### src/rtl/term_gather.sv
// term_gather: collects serial terms into a zero-padded vector for an adder tree
module term_gather #(
  parameter int NUM_ELEMENTS = 4,
  parameter int BIT_LEN = 16
) (
  input  logic                         i_clk,
  input  logic                         i_rst,
  input  logic [BIT_LEN-1:0]           i_dat,
  input  logic                         i_val,
  input  logic                         i_eop,
  output logic                         o_rdy,
  output logic [BIT_LEN-1:0]           o_terms [NUM_ELEMENTS],
  output logic [$clog2(NUM_ELEMENTS+1)-1:0] o_cnt,
  output logic                         o_val,
  input  logic                         i_rdy
);
  localparam int CW = $clog2(NUM_ELEMENTS + 1);
  localparam int IW = $clog2(NUM_ELEMENTS);
  localparam logic [IW-1:0] LAST = IW'(NUM_ELEMENTS - 1);
  typedef enum logic {COLLECT, HOLD} state_t;
  state_t state;
  logic [IW-1:0] idx;
  assign o_rdy = state == COLLECT && !i_rst;
  // Terms are cleared on every frame start, so unfilled slots of a short frame read zero
  always_ff @(posedge i_clk) begin
    if (i_rst || (state == HOLD && i_rdy)) begin
      state <= COLLECT;
      idx <= '0;
      o_cnt <= '0;
      o_val <= 1'b0;
      for (int i = 0; i < NUM_ELEMENTS; i++) o_terms[i] <= '0;
    end else if (state == COLLECT && i_val) begin
      o_terms[idx] <= i_dat;
      if (i_eop || idx == LAST) begin
        state <= HOLD;
        o_val <= 1'b1;
        o_cnt <= CW'(idx) + CW'(1);
      end else begin
        idx <= idx + 1'b1;
      end
    end
  end
endmodule
### config.mk
export PLATFORM = sky130hd
export DESIGN_NAME = term_gather
export DESIGN_NICKNAME = d
export VERILOG_FILES = /design/src/rtl/term_gather.sv
export SDC_FILE = /design/constraint.sdc
export NUM_CORES = 1
export LEC_CHECK = 0
export CELL_PAD_IN_SITES_DETAIL_PLACEMENT = 0
export CELL_PAD_IN_SITES_GLOBAL_PLACEMENT = 1
export CORE_MARGIN = 3
export CORE_UTILIZATION = 32
export DETAILED_ROUTE_END_ITERATION = 10
export PLACE_DENSITY = 0.85
export SYNTH_ARGS = -nofsm -noshare
export SYNTH_HDL_FRONTEND = slang
export SYNTH_SLANG_ARGS = --single-unit
export TNS_END_PERCENT = 5
### constraint.sdc
create_clock -name i_clk -period 1.9 [get_ports i_clk]
set_input_delay 0.38 -clock i_clk [delete_from_list [all_inputs] [get_ports i_clk]]
set_output_delay 0.38 -clock i_clk [all_outputs]
set_load 0.01 [all_outputs]
==> results.txt <==
Vias per Instance = 4.70
P&R area growth vs syn = 44.6%
Synth Area per Inst = 8.35 um^2
largest net degree at the start of global routing = 71
Total Wirelength = 7350 um
met1 Usage GRT = 18.7%
Initial Util = 33.8%
Final Wtd Congestion = 0.802
startpoint class of the critical path = register
GRT Util Overall = 15.4%
crit path capture type = output pin
Hold Crit Depth = 2
Final Hold Viols = 0
CTS root buf = clkbuf_8
setup TNS = 0 ps
Max stage delay on crit path = 550 ps
outcome = complete, no violations
total grt overflow = 0
Pre-antenna DRT Iters = 5
Core Util, Final = 48.8%
Yosys reg bits = 70
Critical Path Stages = 1
Routed Antenna Nets = 0
vias in the first global route = 2305
fraction of layout cells with a size suffix above 1 = 9.69%
Die W = 97.2 um
first-pass GRT wire length = 11700 um
Final min period = 1630 ps
Final Total Pwr = 0.00303 W
R2R cell count = 5
Layout Nets = 433
die area = 0.00945 mm^2
Synth Instances = 319
Req. time, crit path = 1520 ps
DP Wirelength = 5190 um
CTS clk-pin slew, worst paths = 70 ps
Seq/Total Area, Yosys = 52.6%
worst-skew pair later-pin latency = 340 ps
crit-path max FO = 2
port buffer count = 89
CP arrival = 1250 ps
GR Util met2 = 26.0%
clock tree buffer depth = 2
type of the worst setup path = register to output pin
family with the most delay on the worst path = buffers and inverters
max-slew violation count = 0
CTS tree = yes
Min-Delay Path Class = register to register
Core Region = 0.00789 mm^2
CTS Buf Count = 9
Buf+Inv Stages, Crit Path = 1
crit-path cells = clkdlybuf4s50_1
ANT cells = 0
CP max-delay cell = clkdlybuf4s50_1
Fin Clk Skew = 6.11 ps
# IOs = 90
drt wl/cell = 14.3 um
initial antenna violation count = 0
placed insts = 499
cell row count = 32
Die Height = 97.2 um
clk sinks = 70
RSZ-0062 raised after global routing = no
CTS HTree Levels = 3
via count = 2422
LEAKAGE = 1.34 nW
Max Fclk = 0.614 GHz
Worst-Margin Slew = 432 ps
Setup Fix Bufs, Post-CTS = 0
Top Usage Layer GRT = met2
count of unique library cells instantiated by Yosys = 23
final worst-path cycle share = 85.8%
area of the mapped netlist = 0.00266 mm^2
Worst VDD drop = 0.000417 V
drt drc = 0
number of DRC markers in iteration 0 = 89
PD cells = 787 mW/mm^2
post_cts resized = 0
# setup viols final = 0
Max-Cap Viols = 0
met3 Use GR = 4.45%
Syn Nets = 344
Max-slew headroom = 71.1%
final std cells w/o fill = 515
post-cts hold buffer count = 0
synth warn = 0
sequential cells by signal (all words and copies together) (netlist names):
| signal | flops |
|---|---|
| idx | 2 |
| o_cnt | 3 |
| o_terms | 64 |
| state | 1 |
metrics by stage:
step	hold WS, ps	cell area, um^2	setup slack (ps)
CTS	456	3850	79.5
detailed placement	446	3660	20.2
global route	469	3850	202
finish	455	3850	271
global placement	442	3660	93.8
floorplan	481	2660	539
cell usage in the layout (no fill, tap or decap), types with 2 or more instances in the layout:
cell type          n
nand2_1          128
clkdlybuf4s50_1   88
dfxtp_1           70
a21oi_1           63
clkbuf_8           9
buf_4              6
nor2_1             5
a21oi_2            5
buf_12             5
nand3b_2           4
ha_1               4
clkinv_2           4
and3b_1            3
o21ai_0            3
inv_1              2
nand3_1            2
clkinvlp_4         2
report_power, final:
group	switching, W	internal [W]
Sequential	0.0000227	0.00151
Clock	0.000545	0.000596
Combinational	0.000183	0.000175
Total	0.000751	0.00228
path summary, 6_finish.rpt:
kind	from	to	slack [ps]
min reg2reg	o_terms[30]	o_terms[30]	460
max reg2reg	idx[0]	o_terms[13]	490
max	o_terms[21]	o_terms[21]	270
min	o_terms[30]	o_terms[30]	460
kinds of logic after synthesis:
logic type                 share of synthesized area, %
xor gates and xnor gates                          0.329
buffers and inverters                              6.63
DFF                                                52.6
and+or+nand+nor                                    23.8
muxes                                             0.376
adders and majority gates                          1.88
AOI/OAI and AO/OA                                  14.3
Yosys cell counts:
cell type | number | area (um^2)
a21o_1 | 1 | 7.51
a21oi_1 | 63 | 315
a21oi_2 | 5 | 43.8
and3b_1 | 3 | 26.3
and3b_2 | 1 | 10.0
buf_2 | 8 | 40.0
buf_4 | 6 | 45.0
buf_6 | 7 | 78.8
clkbuf_2 | 1 | 5.00
dfxtp_1 | 70 | 1400
ha_1 | 4 | 50.1
inv_1 | 2 | 7.51
mux2i_1 | 1 | 10.0
nand2_1 | 128 | 480
nand3_1 | 2 | 10.0
nand3b_2 | 4 | 45.0
nor2_1 | 5 | 18.8
nor2b_1 | 1 | 6.26
nor4b_4 | 1 | 23.8
o21ai_0 | 3 | 15.0
or2_2 | 1 | 6.26
or2b_1 | 1 | 7.51
xnor2_1 | 1 | 8.76
per-layer routing:
layer / part of all wire [%] / vias up
met4: 1.5 / 0
met2: 48 / 73
met5: 0 / -
li1: - / 1207
met3: 6.4 / 9
met1: 44 / 1133
area by class of cell:
cell class / count / area [um^2]
fill: 793 / 4040
sequential: 70 / 1400
multi-input combinational: 225 / 1090
timing repair buffer: 100 / 1040
tap: 102 / 128
clock buffer: 9 / 124
clock inverter: 7 / 65.1
inverter: 2 / 7.51
Power figures use the tool's default switching activity.
